==> src/rtl/stop_watch_counter.sv <==
// Purpose : stopwatch time base; prescales clk to 1/100 s ticks and counts mm:ss.cc.
// Latency : one clk from cnt_ctrl to every output (all outputs registered); first tick on the TICK_DIV-th enabled edge.
// Backpressure: none; cnt_ctrl is a level command sampled every edge, outputs are always valid.
//
// Ports:
//   clk, rst          system clock, asynchronous active-high reset
//   cnt_ctrl[1:0]     ENABLE runs, DISABLE pauses, RESET (and 2'b11) clears
//   o_csec/o_sec/o_min  binary time 0..99 / 0..59 / 0..59
//   o_running         registered (cnt_ctrl == ENABLE)
//   o_wrap            one-cycle pulse when 59:59.99 rolls over to 00:00.00
//   SW_LAP_EN (macro) adds i_lap, o_lap_csec, o_lap_sec, o_lap_min, o_lap_valid
module stop_watch_counter #(
  parameter int         TICK_DIV = 500000,
  parameter logic [1:0] ENABLE   = 2'b00,
  parameter logic [1:0] DISABLE  = 2'b01,
  parameter logic [1:0] RESET    = 2'b10
) (
  input  logic       clk,
  input  logic       rst,
  input  logic [1:0] cnt_ctrl,
`ifdef SW_LAP_EN
  input  logic       i_lap,
  output logic [6:0] o_lap_csec,
  output logic [5:0] o_lap_sec,
  output logic [5:0] o_lap_min,
  output logic       o_lap_valid,
`endif
  output logic [6:0] o_csec,
  output logic [5:0] o_sec,
  output logic [5:0] o_min,
  output logic       o_running,
  output logic       o_wrap
);

  localparam int            PW   = $clog2(TICK_DIV);
  localparam logic [PW-1:0] LAST = PW'(TICK_DIV - 1);

  logic [PW-1:0] presc_q, presc_d;
  logic [6:0]    csec_q, csec_d;
  logic [5:0]    sec_q, sec_d;
  logic [5:0]    min_q, min_d;
  logic          running_q;
  logic          wrap_q, wrap_d;

  logic run;
  logic clr;
  logic tick;

  assign run  = (cnt_ctrl == ENABLE);
  // 2'b11 is not a legal command; treat it as a clear so the counter never sits in an undefined mode
  assign clr  = (cnt_ctrl == RESET) || (cnt_ctrl == 2'b11);
  // Tick is qualified by run: leaving ENABLE in the terminal cycle leaves the prescaler parked at LAST
  assign tick = run && (presc_q == LAST);

  always_comb begin
    presc_d = presc_q;
    csec_d  = csec_q;
    sec_d   = sec_q;
    min_d   = min_q;
    wrap_d  = 1'b0;
    if (clr) begin
      presc_d = '0;
      csec_d  = '0;
      sec_d   = '0;
      min_d   = '0;
    end else if (tick) begin
      presc_d = '0;
      if (csec_q == 7'd99) begin
        csec_d = '0;
        if (sec_q == 6'd59) begin
          sec_d = '0;
          if (min_q == 6'd59) begin
            min_d  = '0;
            wrap_d = 1'b1;
          end else begin
            min_d = min_q + 6'd1;
          end
        end else begin
          sec_d = sec_q + 6'd1;
        end
      end else begin
        csec_d = csec_q + 7'd1;
      end
    end else if (run) begin
      presc_d = presc_q + PW'(1);
    end else if (cnt_ctrl == DISABLE) begin
      // pause: prescaler phase and time hold, wrap drops to 0
    end
  end

  always_ff @(posedge clk or posedge rst) begin
    if (rst) begin
      presc_q   <= '0;
      csec_q    <= '0;
      sec_q     <= '0;
      min_q     <= '0;
      running_q <= 1'b0;
      wrap_q    <= 1'b0;
    end else begin
      presc_q   <= presc_d;
      csec_q    <= csec_d;
      sec_q     <= sec_d;
      min_q     <= min_d;
      running_q <= run;
      wrap_q    <= wrap_d;
    end
  end

`ifdef SW_LAP_EN
  // Lap captures the pre-edge time; a clear wins over a simultaneous lap request
  always_ff @(posedge clk or posedge rst) begin
    if (rst) begin
      o_lap_csec  <= '0;
      o_lap_sec   <= '0;
      o_lap_min   <= '0;
      o_lap_valid <= 1'b0;
    end else if (clr) begin
      o_lap_csec  <= '0;
      o_lap_sec   <= '0;
      o_lap_min   <= '0;
      o_lap_valid <= 1'b0;
    end else if (i_lap) begin
      o_lap_csec  <= csec_q;
      o_lap_sec   <= sec_q;
      o_lap_min   <= min_q;
      o_lap_valid <= 1'b1;
    end
  end
`endif

  assign o_csec    = csec_q;
  assign o_sec     = sec_q;
  assign o_min     = min_q;
  assign o_running = running_q;
  assign o_wrap    = wrap_q;

endmodule

==> config.mk <==
export PLATFORM = sky130hd
export DESIGN_NAME = stop_watch_counter
export DESIGN_NICKNAME = d
export VERILOG_FILES = /design/src/rtl/stop_watch_counter.sv
export SDC_FILE = /design/constraint.sdc
export NUM_CORES = 1
export LEC_CHECK = 0
export CAP_MARGIN = 25
export CELL_PAD_IN_SITES_DETAIL_PLACEMENT = 0
export CELL_PAD_IN_SITES_GLOBAL_PLACEMENT = 1
export CORE_AREA = 3 3 79 81
export DETAILED_ROUTE_END_ITERATION = 7
export DIE_AREA = 0 0 82 84
export GPL_ROUTABILITY_DRIVEN = 0
export PLACE_DENSITY = 0.74
export SETUP_SLACK_MARGIN = 0.05
export SLEW_MARGIN = 20
export SYNTH_ARGS = -nofsm -noshare
export SYNTH_HDL_FRONTEND = slang
export SYNTH_SLANG_ARGS = --single-unit
==> constraint.sdc <==
create_clock -name clk -period 2.69 [get_ports clk]
set_input_delay 0.4035 -clock clk [delete_from_list [all_inputs] [get_ports clk]]
set_output_delay 0.4035 -clock clk [all_outputs]
set_load 0.01 [all_outputs]
== Word-level counts from Yosys, hierarchy flattened ==
Index checks and enable logic that the tools add are counted.

* Word-level logic and storage cells: 45
* Flip-flop bits (word level): 40
* Input port bits: 4
* Output and inout bits: 21

* Reductions and logical operators: 9
* Equal/unequal tests: 6
* Add/subtract/negate cells: 4
* Multiplexer cells: 20

{| class="wikitable"
|+ Operator list
! cell !! count
|-
| $mux W19 || 3
|-
| $mux W6 || 9
|-
| $mux W7 || 3
|-
| $add A19 B1 Y19 const B || 1
|-
| $eq A19 B19 Y1 const B || 1
|-
| $add A6 B1 Y6 const B || 2
|-
| $eq A6 B6 Y1 const B || 2
|-
| $add A7 B1 Y7 const B || 1
|-
| $eq A7 B7 Y1 const B || 1
|-
| $reduce_bool A2 Y1 || 3
|-
| $mux W1 || 5
|-
| $eq A2 B2 Y1 const B || 2
|-
| $reduce_and A3 Y1 || 1
|-
| $reduce_bool A3 Y1 || 1
|-
| $logic_not A2 Y1 || 1
|-
| $reduce_and A2 Y1 || 1
|-
| $logic_and A1 B1 Y1 || 1
|-
| $logic_or A1 B1 Y1 || 1
|}

== Depth between registers and ports, before layout ==
* Depth in word-level cells: 6
* Gate-level depth with buffers: 7
* Gate-level depth less buffers: 6

== Worst setup path after synthesis ==
Ideal clock, no wire load.

* Path kind: register -> register
* Start: register presc_q[10]
* End: register min_q[5], in the netlist o_min[5]
* Path buffers: 0
* Data arrival time: 2030 ps
* Slack: 582 ps
* Stages on the path, launching flop included: 6
* Required time: 2612 ps
* Period minus slack after synthesis: 2108 ps
* Library setup time: 78 ps
* Cells stage by stage: dfrtp_1 -> or4_4 -> nor4_4 -> nand3_4 -> or4_1 -> a21oi_1

* Word-level cells in the longest chain between the ends: 4

{| class="wikitable"
|+ RTL lines
! what !! RTL line !! text
|-
| start: declaration || 38 || <nowiki>logic [PW-1:0] presc_q, presc_d;</nowiki>
|-
| start signal: assignment || 100 || <nowiki>presc_q <= presc_d;</nowiki>
|-
| $eq A19 B19 Y1 || 53 || <nowiki>assign tick = run && (presc_q == LAST);</nowiki>
|-
| $logic_and A1 B1 Y1 || 53 ||
|-
| $reduce_bool A2 Y1 (no source line) || n/a ||
|-
| $reduce_and A3 Y1 (no source line) || n/a ||
|-
| end signal: assignment || 103 || <nowiki>min_q <= min_d;</nowiki>
|-
| end: declaration || 41 || <nowiki>logic [5:0] min_q, min_d;</nowiki>
|}

Every way passes these cells.
A chain may end at the register's enable or synchronous reset.

== Worst setup path in the final report ==
* Start: register presc_q[10]
* End: register sec_q[2], in the netlist o_sec[2]

* Word-level cells in the longest chain between the ends: 4

{| class="wikitable"
|+ RTL lines
! what !! RTL line !! text
|-
| $eq A19 B19 Y1 || 53 ||
|-
| $logic_and A1 B1 Y1 || 53 ||
|-
| $reduce_bool A2 Y1 (no source line) || n/a ||
|-
| $reduce_and A2 Y1 (no source line) || n/a ||
|-
| end signal: assignment || 95 || <nowiki>sec_q <= '0;</nowiki>
|-
| end signal: assignment || 102 || <nowiki>sec_q <= sec_d;</nowiki>
|-
| end: declaration || 40 || <nowiki>logic [5:0] sec_q, sec_d;</nowiki>
|}

Every way passes these cells.

==> impl_results.md <==
* Ys async rst share at 1.00
* Final Cycle Share at 0.872
* Skew-Pair Late Insertion Delay at 0.29 ns
* RSZ-0062 raised after global routing: false
* Vias at ~1900
* Initial antenna violation count at 0
* Setup TNS at 0 ns
* Vias per cell at between 5 and 6
* Share of cells above drive strength 1 at 0.0709
* Area leader, netlist: dfrtp_1
* Overall power at roughly 1.1 mW
* Synth Register Bits at 40
* DRT Pass-1 Iters at 4
* Final Hold Fails at 0
* Row cnt at 27
* Final setup margin at approximately 0.34 ns
* DR iter-0 viols at ~70
* Worst Hold Class: flip-flop to flip-flop
* Status: complete, no violations
* Slew margin rel. at 0.646
* Worst Hold Slack at roughly 0.53 ns
* # diodes at 0
* DR WL/cell at around 14 um
* Ports at 25
* Main synth FF type: dfrtp_1
* Pre-CTS setup slack at ~0.32 ns
* Top-count cell post-synth: dfrtp_1
* Vias in the first global route at approximately 1700
* Clock Sinks at 40
* Number of hold buffers added after cts at 0
* Area contributors post-synth: dfrtp_1 (46%), nor2_1 (4.8%), nand2_1 (3.4%)
* M1 WL at roughly 2.4 mm
* CTS tree: yes
* CP Class: flip-flop to flip-flop
* # setup viols final at 0
* Mean Syn Cell Area at approximately 9 sq um
* PortBufs at 24
* Die area at 0.00689 sq mm
* WL met3 at ~180 um
* Top delay family on crit path: simple AND/OR/NAND/NOR gates
* Critical path cell sequence: or4_4 -> nor4_4 -> and3_1 -> nand2_1 -> mux2_1
* Total wire length at between 4 and 5 mm
* Nets at 275
* Core Region at 0.00554 sq mm
* Top cell type's share of synthesized area at 0.456
* Worst-path clk slew at around 0.08 ns
* HPWL Detailed at roughly 3.4 mm
* Max-cap check violation count at 0
* Wire length on met2 at ~2.3 mm
* Reg2reg setup slack at 0.34 ns
* Max incr delay on CP at ~0.55 ns
* Largest net degree at the start of global routing at 41
* First-pass GRT wire length at about 8.4 mm
* Post-route ant nets at 0
* CTS buffer count at 5
* CP required at roughly 2.9 ns
* CP Capture Type: flip-flop
* F_max at between 400 and 500 MHz
* DRC errors left at 0
* Post-layout min period at about 2.3 ns
* Slowest cell on crit path: or4_4
* P_leak at 1.07 nW
* Die X at roughly 80 um
* Ys Warns at 0
* Synth unique cells at about 50
* Syn_nets at approximately 250
* Clock Tree Root: clkbuf_8
* VDD IR max at around 0.00026 V
* Post-synth top cells: dfrtp_1 (40), nor2_1 (28), nand2_1 (20)
* Worst-Margin Slew at 0.530 ns
* Total track usage at 0.154
* Placed cells at around 330
* Post-synth EDFFs at 0
* Post-synthesis sequential area ratio at 0.456
* Pwr/cell area at 408 mW/mm^2
* Layout area overhead at 19.8%
* Finished Layout Cells at 340
* WP data arrival at 2.53 ns
* Post-CTS Resized at 0
* Clock buffer depth at 2
* H-tree Lvls at 2
* Post-CTS setup buffers at 0
* Slew Limit Fails at 0
* Total grt overflow at 0
* Final Skew at 0.00646 ns
* Post-synth design cell area at 0.00219 sq mm
* Initial Utilization at 0.396
* DIE HEIGHT at 84 um
* Bufs and invs on worst path at 0
* Top Layer Used: met4
* Gate Count Post-Synth at around 240
* Startpoint Class: flip-flop
* Worst-path maximum fanout at 10
## cell families after synthesis
group	count (synthesis)	share of synthesized area
AOI/OAI and AO/OA	45	0.135
and+or+nand+nor	118	0.296
xor gates and xnor gates	12	0.0479
buffers and inverters	15	0.0279
muxes	3	0.0143
adders and majority gates	4	0.0228
DFF	40	0.456
## routing by layer
| metal | track usage | up-vias |
|---|---|---|
| met4 | 0.0408 | 0 |
| li1 | - | 917 |
| met3 | 0.0356 | 4 |
| met2 | 0.232 | 30 |
| met5 | 0 | - |
| met1 | 0.220 | 912 |
## placed cells by master (no fill, tap or decap), types with 2 or more instances in the layout
cell type	instances
clkdlybuf4s50_1	24
xor2_1	4
o211ai_1	2
clkbuf_1	2
and3_1	4
a21oi_1	12
o31ai_1	2
buf_4	6
mux2i_1	2
dfrtp_1	40
xnor2_1	8
or4_1	4
a22oi_1	2
o21ai_1	4
nand2_1	20
and4_1	2
nor2_1	28
and2_1	2
or3_1	9
nand4_1	9
nand3_1	12
o21ai_0	5
a21o_1	5
a22o_1	2
inv_1	8
nand4b_1	2
clkbuf_8	6
nor2b_1	5
ha_1	4
nor4_1	3
nor3_1	10
a31oi_1	2
## registers in the layout, summed over array words and instances, names as in the netlist
signal	flops
o_csec	7
o_min	6
o_running	1
o_sec	6
o_wrap	1
presc_q	19
## power by group
group	switching, mW	leakage (nW)	total, mW	internal, mW
clock network	0.204	0.0455	0.414	0.209
logic	0.0364	0.467	0.0535	0.0171
registers	0.00278	0.557	0.607	0.604
## final cells by class
class	instances	area (sq um)
Tap cell	72	90.1
Clock buffer	8	90.1
Multi-Input combinational cell	182	1130
Sequential cell	40	1000
Inverter	8	30.0
Fill cell	565	2910
Timing Repair Buffer	30	285
## through the flow
step                utilization  instance area (sq um)
global placement          0.458                   2540
CTS                       0.474                   2630
global route              0.474                   2630
detailed placement        0.458                   2540
floorplan                     -                   2190
finish                    0.474                   2630
## worst paths after layout
kind / startpoint / to / cells after the start
setup / recovery: presc_q[10]$_DFFE_PP0P_ / o_sec[2]$_DFFE_PP0P_ / 5
hold / removal: o_sec[4]$_DFFE_PP0P_ / o_sec[4]$_DFFE_PP0P_ / 1
setup reg to reg: presc_q[10]$_DFFE_PP0P_ / o_sec[2]$_DFFE_PP0P_ / 5
hold reg to reg: o_sec[4]$_DFFE_PP0P_ / o_sec[4]$_DFFE_PP0P_ / 1
max in group asynchronous: rst / o_csec[0]$_DFFE_PP0P_ / 3
min in group asynchronous: rst / o_min[0]$_DFFE_PP0P_ / 3
## worst reg2reg max path, stage by stage (launching register included)
cell and delay [ns]:
dfrtp_1 0.43, or4_4 0.55, nor4_4 0.39, and3_1 0.44
nand2_1 0.11, mux2_1 0.31
(Power assumes the default switching activity.)
